===== src/rtl/uart_tx_periph_pkg.sv =====
// Shared definitions for the memory-mapped UART transmitter: status/control
// bit positions and TX state encodings.
package uart_tx_periph_pkg;

   localparam int ST_BUSY      = 0;
   localparam int ST_FULL      = 1;
   localparam int ST_EMPTY     = 2;
   localparam int ST_OVF       = 3;
   localparam int ST_COUNT_LSB = 8;

   localparam int CTL_CLR_OVF  = 31;

   typedef enum logic [1:0] {
      IDLE  = 2'd0,
      START = 2'd1,
      DATA  = 2'd2,
      STOP  = 2'd3
   } tx_state_t;

endpackage


===== src/rtl/uart_tx_periph_fifo.sv =====
// Synchronous FIFO with natural-wrap pointers and a separate occupancy count.
// Push while full and pop while empty are ignored.
module sync_fifo #(
   parameter int WIDTH = 8,
   parameter int DEPTH = 8
) (
   input  logic                     clk,
   input  logic                     rst,
   input  logic                     push,
   input  logic                     pop,
   input  logic [WIDTH-1:0]         din,
   output logic [WIDTH-1:0]         dout,
   output logic                     full,
   output logic                     empty,
   output logic [$clog2(DEPTH):0]   count
);

   localparam int AW = $clog2(DEPTH);

   logic [WIDTH-1:0] mem [DEPTH];
   logic [AW-1:0]    wr_ptr;
   logic [AW-1:0]    rd_ptr;
   logic             do_push;
   logic             do_pop;

   assign full    = (count == (AW+1)'(DEPTH));
   assign empty   = (count == '0);
   assign do_push = push & ~full;
   assign do_pop  = pop & ~empty;
   assign dout    = mem[rd_ptr];

   // NOTE: sequential state uses non-blocking assignments so every register
   // samples pre-edge values, independent of statement order.
   always_ff @(posedge clk) begin
      if (rst) begin
         wr_ptr <= '0;
         rd_ptr <= '0;
         count  <= '0;
      end else begin
         if (do_push) wr_ptr <= wr_ptr + 1'b1;
         if (do_pop)  rd_ptr <= rd_ptr + 1'b1;
         case ({do_push, do_pop})
            2'b10:   count <= count + 1'b1;
            2'b01:   count <= count - 1'b1;
            default: count <= count;
         endcase
      end
   end

   // NOTE: the storage array has no reset; the pointers and count alone
   // define which entries are valid, and this keeps it mappable to RAM.
   always_ff @(posedge clk) begin
      if (do_push) mem[wr_ptr] <= din;
   end

endmodule


===== src/rtl/uart_tx_periph.sv =====
// Memory-mapped 8N1 UART transmitter: write decode, sticky overflow flag,
// TX FIFO, baud counter and serialiser FSM, plus a pollable status word.
module uart_tx_periph #(
   parameter int CLK_FREQ   = 50_000_000,
   parameter int BAUD       = 115200,
   parameter int FIFO_DEPTH = 8
) (
   input  logic        clk,
   input  logic        rst,
   input  logic        uart_wen,
   input  logic [31:0] uart_wdata,
   output logic [31:0] uart_rdata,
   output logic        uart_txd
);

   import uart_tx_periph_pkg::*;

   localparam int DIV = CLK_FREQ / BAUD;
   localparam int CW  = (DIV > 1) ? $clog2(DIV) : 1;
   localparam int AW  = $clog2(FIFO_DEPTH);

   if (DIV < 2) begin : g_div_check
      $error("uart_tx_periph: CLK_FREQ/BAUD must be at least 2");
   end
   if (FIFO_DEPTH < 2 || FIFO_DEPTH > 16 || (1 << AW) != FIFO_DEPTH) begin : g_depth_check
      $error("uart_tx_periph: FIFO_DEPTH must be a power of two in 2..16");
   end

   tx_state_t     state;
   logic [7:0]    shift;
   logic [CW-1:0] baud_cnt;
   logic [2:0]    bit_idx;
   logic          overflow;
   logic          txd_q;

   logic          push;
   logic          clr_ovf;
   logic          pop;
   logic          baud_wrap;
   logic [7:0]    fifo_dout;
   logic          fifo_full;
   logic          fifo_empty;
   logic [AW:0]   fifo_count;
   logic          unused_wdata;

   assign push         = uart_wen & ~uart_wdata[CTL_CLR_OVF];
   assign clr_ovf      = uart_wen &  uart_wdata[CTL_CLR_OVF];
   assign pop          = (state == IDLE) & ~fifo_empty;
   assign baud_wrap    = (baud_cnt == CW'(DIV - 1));
   assign unused_wdata = ^uart_wdata[30:8];
   assign uart_txd     = txd_q;

   sync_fifo #(
      .WIDTH (8),
      .DEPTH (FIFO_DEPTH)
   ) u_fifo (
      .clk   (clk),
      .rst   (rst),
      .push  (push),
      .pop   (pop),
      .din   (uart_wdata[7:0]),
      .dout  (fifo_dout),
      .full  (fifo_full),
      .empty (fifo_empty),
      .count (fifo_count)
   );

   // Fullness is judged on pre-edge state, so a same-cycle pop does not rescue the byte.
   always_ff @(posedge clk) begin
      if (rst)                       overflow <= 1'b0;
      else if (clr_ovf)              overflow <= 1'b0;
      else if (push && fifo_full)    overflow <= 1'b1;
   end

   // Line level is registered from the current state, so it trails the FSM by one clock.
   always_ff @(posedge clk) begin
      if (rst) begin
         state    <= IDLE;
         shift    <= '0;
         baud_cnt <= '0;
         bit_idx  <= '0;
         txd_q    <= 1'b1;
      end else begin
         unique case (state)
            START:   txd_q <= 1'b0;
            DATA:    txd_q <= shift[0];
            default: txd_q <= 1'b1;
         endcase

         unique case (state)
            IDLE: begin
               if (!fifo_empty) begin
                  shift    <= fifo_dout;
                  baud_cnt <= '0;
                  state    <= START;
               end
            end
            START: begin
               if (baud_wrap) begin
                  baud_cnt <= '0;
                  bit_idx  <= '0;
                  state    <= DATA;
               end else begin
                  baud_cnt <= baud_cnt + 1'b1;
               end
            end
            DATA: begin
               if (baud_wrap) begin
                  baud_cnt <= '0;
                  shift    <= shift >> 1;
                  if (bit_idx == 3'd7) state   <= STOP;
                  else                 bit_idx <= bit_idx + 1'b1;
               end else begin
                  baud_cnt <= baud_cnt + 1'b1;
               end
            end
            STOP: begin
               if (baud_wrap) begin
                  baud_cnt <= '0;
                  state    <= IDLE;
               end else begin
                  baud_cnt <= baud_cnt + 1'b1;
               end
            end
         endcase
      end
   end

   // NOTE: the zero default written first keeps this block free of latches.
   always_comb begin
      uart_rdata                             = '0;
      uart_rdata[ST_BUSY]                    = (state != IDLE);
      uart_rdata[ST_FULL]                    = fifo_full;
      uart_rdata[ST_EMPTY]                   = fifo_empty;
      uart_rdata[ST_OVF]                     = overflow;
      uart_rdata[ST_COUNT_LSB +: (AW + 1)]   = fifo_count;
   end

endmodule

===== config.mk =====
export PLATFORM = sky130hd
export DESIGN_NAME = uart_tx_periph
export DESIGN_NICKNAME = d
export VERILOG_FILES = /design/src/rtl/uart_tx_periph_pkg.sv /design/src/rtl/uart_tx_periph_fifo.sv /design/src/rtl/uart_tx_periph.sv
export SDC_FILE = /design/constraint.sdc
export NUM_CORES = 1
export LEC_CHECK = 0
export ABC_AREA = 0
export BUFFER_PORTS_ARGS = -buffer_cell sky130_fd_sc_hd__buf_2
export CORE_MARGIN = 4
export CORE_UTILIZATION = 25
export DETAILED_ROUTE_END_ITERATION = 6
export SETUP_SLACK_MARGIN = 0.05
export SKIP_CTS_REPAIR_TIMING = 1
export SLEW_MARGIN = 20
export SYNTH_ARGS = -nofsm -noshare
export SYNTH_HDL_FRONTEND = slang
export SYNTH_SLANG_ARGS = --single-unit
export TNS_END_PERCENT = 100

===== constraint.sdc =====
create_clock -name clk -period 3.59 [get_ports clk]
set_input_delay 0.359 -clock clk [delete_from_list [all_inputs] [get_ports clk]]
set_output_delay 0.359 -clock clk [all_outputs]
set_load 0.01 [all_outputs]

==> reports/results.ini <==
[outcome]
outcome = complete, no violations

[sta]
whs_ns = 0.2419
finClkSkew_ns = 0.004663
fin_tns_setup_ns = 0
worstMarginPinSlew_ns = 0.7772
finalCritPeriodShare_pct = 80.55
rsz0062_at_grt = false
fin_ws_ns = 0.6984
period_needed_ns = 2.892
hold_violations = 0
final-setup-viol-count = 0
slew_headroom_pct = 48.12
slew_violations = 0
fmax_ghz = 0.3458

[pwr]
ir_drop_uv = 256.3
total_power_mw = 3.550
leakagePower_nw = 1.760
p_per_area_nw_per_um2 = 696.6

[place]
gp_congestion = 0.7577
io_buffer_count = 20
dp_hpwl_um = 5300
pre_cts_ws_ns = 0.7054

[yosys]
syn_area_per_cell_um2 = 13.88
synth_edf_count = 64
synth_seq_cells = 101
synthXorXnorAreaFrac_pct = 1.941
synth_warnings = 0
synthFlopType = edfxtp_1
synthDistinctLibCells = 48
synth_compound_area_share_pct = 7.737
synthAdderAreaFrac_pct = 3.882
synth_top_family_by_area = multiplexers
synth-async-reset-ratio_pct = 0
muxShareOfSynthArea_pct = 11.12
synthesis.instances = 325
synth-simple-area-share_pct = 9.429
syn_area_um2 = 4512
ys_seq_area_share_pct = 59.01

[grt]
grt_pass1_wl_um = 12920
overflow = 0
grtUsageTotal_pct = 8.115
grt_pass1_vias = 2555
antenna_found_initial = 0
grt_max_degree = 26

[min_path]
min_path_cells = 2
hold_path_startpoint = uart_wen
hold_end = overflow
hold_path_class = primary input to register

[setup_path]
worstSetupStartpointType = register
cp_cell_sequence = nor4b_2 -> nor3b_1 -> inv_1 -> ha_1 -> or3_1 -> o32ai_1 -> mux2_2
r2r_cells = 7
crit_type = register to register
critPathTopFamily = simple AND/OR/NAND/NOR gates
endpoint_kind = register
slowest_delay_ns = 0.59
rr_startpoint = u_fifo.count[1]
r2r_slack_ns = 0.70
critPathSlowestCell = dfxtp_1
required_ns = 3.82
cp.arrival_ns = 3.12
r2r_end = u_fifo.count[3]
cp_max_fo = 9
critical_path_buf_inv_count = 1

[die]
core-area_um2 = 17480
dieArea_um2 = 20260
dieHeight_um = 142.3
start_util_pct = 25.82
io_pins = 68
num_rows = 48
die_w_um = 142.3

[routing]
drc_errors = 0
via_count = 2500
drtIter0Drc = 123
vias_per_cell = 4.318
wirelength_um = 7854
first_pass_iters = 4
ant_nets = 0
avgRoutedWirePerCell_um = 13.56

[cts]
clk_pin_slew_ns = 0.07
cts_root_buf = clkbuf_16
htreeDepth = 3
cts_max_path_buffers = 2
cts_sinks = 101
clk_latency_ns = 0.34
tritoncts = built
cts_buffers = 9

[cells_and_area]
drive_gt1_share_pct = 19.49
register_area_um2 = 2663
n_fill_cell = 1766
final_nets = 398
multi_input_area_um2 = 1629
area_growth_pct = 12.95
antenna_cells = 0

[job]
cap_violations = 0

## cell type report
class                   count  area share [%]
clock buffers              11           4.984
clock inverters             5           1.252
inverters                  10          0.7366
multi-input cells         198           31.97
flip-flops and latches    101           52.25
well taps                 225           5.524
repair buffers             29           3.290
## where the power goes
part           leakage, nW  internal (mW)  switching (mW)
registers            0.879           1.35           0.140
logic                0.724          0.477           0.570
clock network        0.157          0.590           0.421
## per-stage QoR
stage	instances	utilization, %	area, um^2
6_report	579	29.16	5096
5_1_grt	579	29.16	5096
4_1_cts	579	29.16	5096
3_5_place_dp	563	27.34	4778
3_3_place_gp	563	27.34	4778
2_1_floorplan	348	-	4598
## how the worst max path moves through the flow
stage	startpoint	end	slack, ns	cells past startpoint
floorplan	u_fifo.count[0]	u_fifo.count[3]	1.02	7
global placement	u_fifo.count[1]	u_fifo.count[3]	0.73	7
detailed placement	u_fifo.count[1]	u_fifo.count[3]	0.71	7
CTS	u_fifo.count[1]	u_fifo.count[3]	0.68	7
global route	u_fifo.count[1]	u_fifo.count[3]	0.48	7
finish	u_fifo.count[1]	u_fifo.count[3]	0.70	7
## placed cells by master, fill, tap and decap left out, drive strengths merged, types with 12 or more instances in the layout
cell type,netlist,routed
dfxtp,37,37
conb,1,24
inv,10,12
nor2,31,31
ha,14,14
a21oi,12,12
buf,33,29
mux2i,13,13
edfxtp,64,64
mux4,16,16
## layer usage
layer  part of all wire [%]  vias to the layer above  GRT usage, %
met2                     49                       52         13.34
met1                     45                     1228         10.32
met4                    1.7                        0         3.452
li1                       -                     1212             -
met5                      0                        -             0
met3                    4.2                        8         1.815
## state kept, by name, indices dropped and copies added (netlist names), 2 cells and up, named ones only
signal and cells:
u_fifo.mem 64, baud_cnt 9, u_fifo.rd_ptr 3, state 2, bit_idx 3, shift 8, u_fifo.count 4, u_fifo.wr_ptr 3
## cells by family after synthesis
| family | count (synthesis) |
|---|---|
| compound gates | 43 |
| xor+xnor | 10 |
| fa+ha+maj | 14 |
| buf+inv | 49 |
| flops | 101 |
| mux | 30 |
| other cells | 1 |
| simple gates | 77 |
## cells in the mapped netlist, types with 2 or more instances
library cell  instances  share of area, %
or3_1                 7              0.97
nor2_1               31               2.6
nand2_1               7              0.58
xnor2_1               6               1.2
a2111oi_0             2              0.39
nand2b_1              9               1.2
xor2_1                4              0.78
o32ai_1               2              0.39
a211oi_1              5              0.83
nor3_1                2              0.22
inv_1                10              0.83
buf_6                 2              0.50
clkbuf_1              5              0.42
nor2b_1               5              0.69
ha_1                 14               3.9
a21oi_1              12               1.3
nand3_1               4              0.44
edfxtp_1             64                43
a32oi_1               2              0.39
a31oi_1               2              0.28
mux2i_1              13               2.9
dfxtp_1              37                16
and2_1                2              0.28
buf_2                 4              0.44
o21ai_0               4              0.44
buf_4                27               4.5
mux4_2               16               8.0
a221o_1               7               1.6
Note: power is estimated with default switching activity, not from simulation.
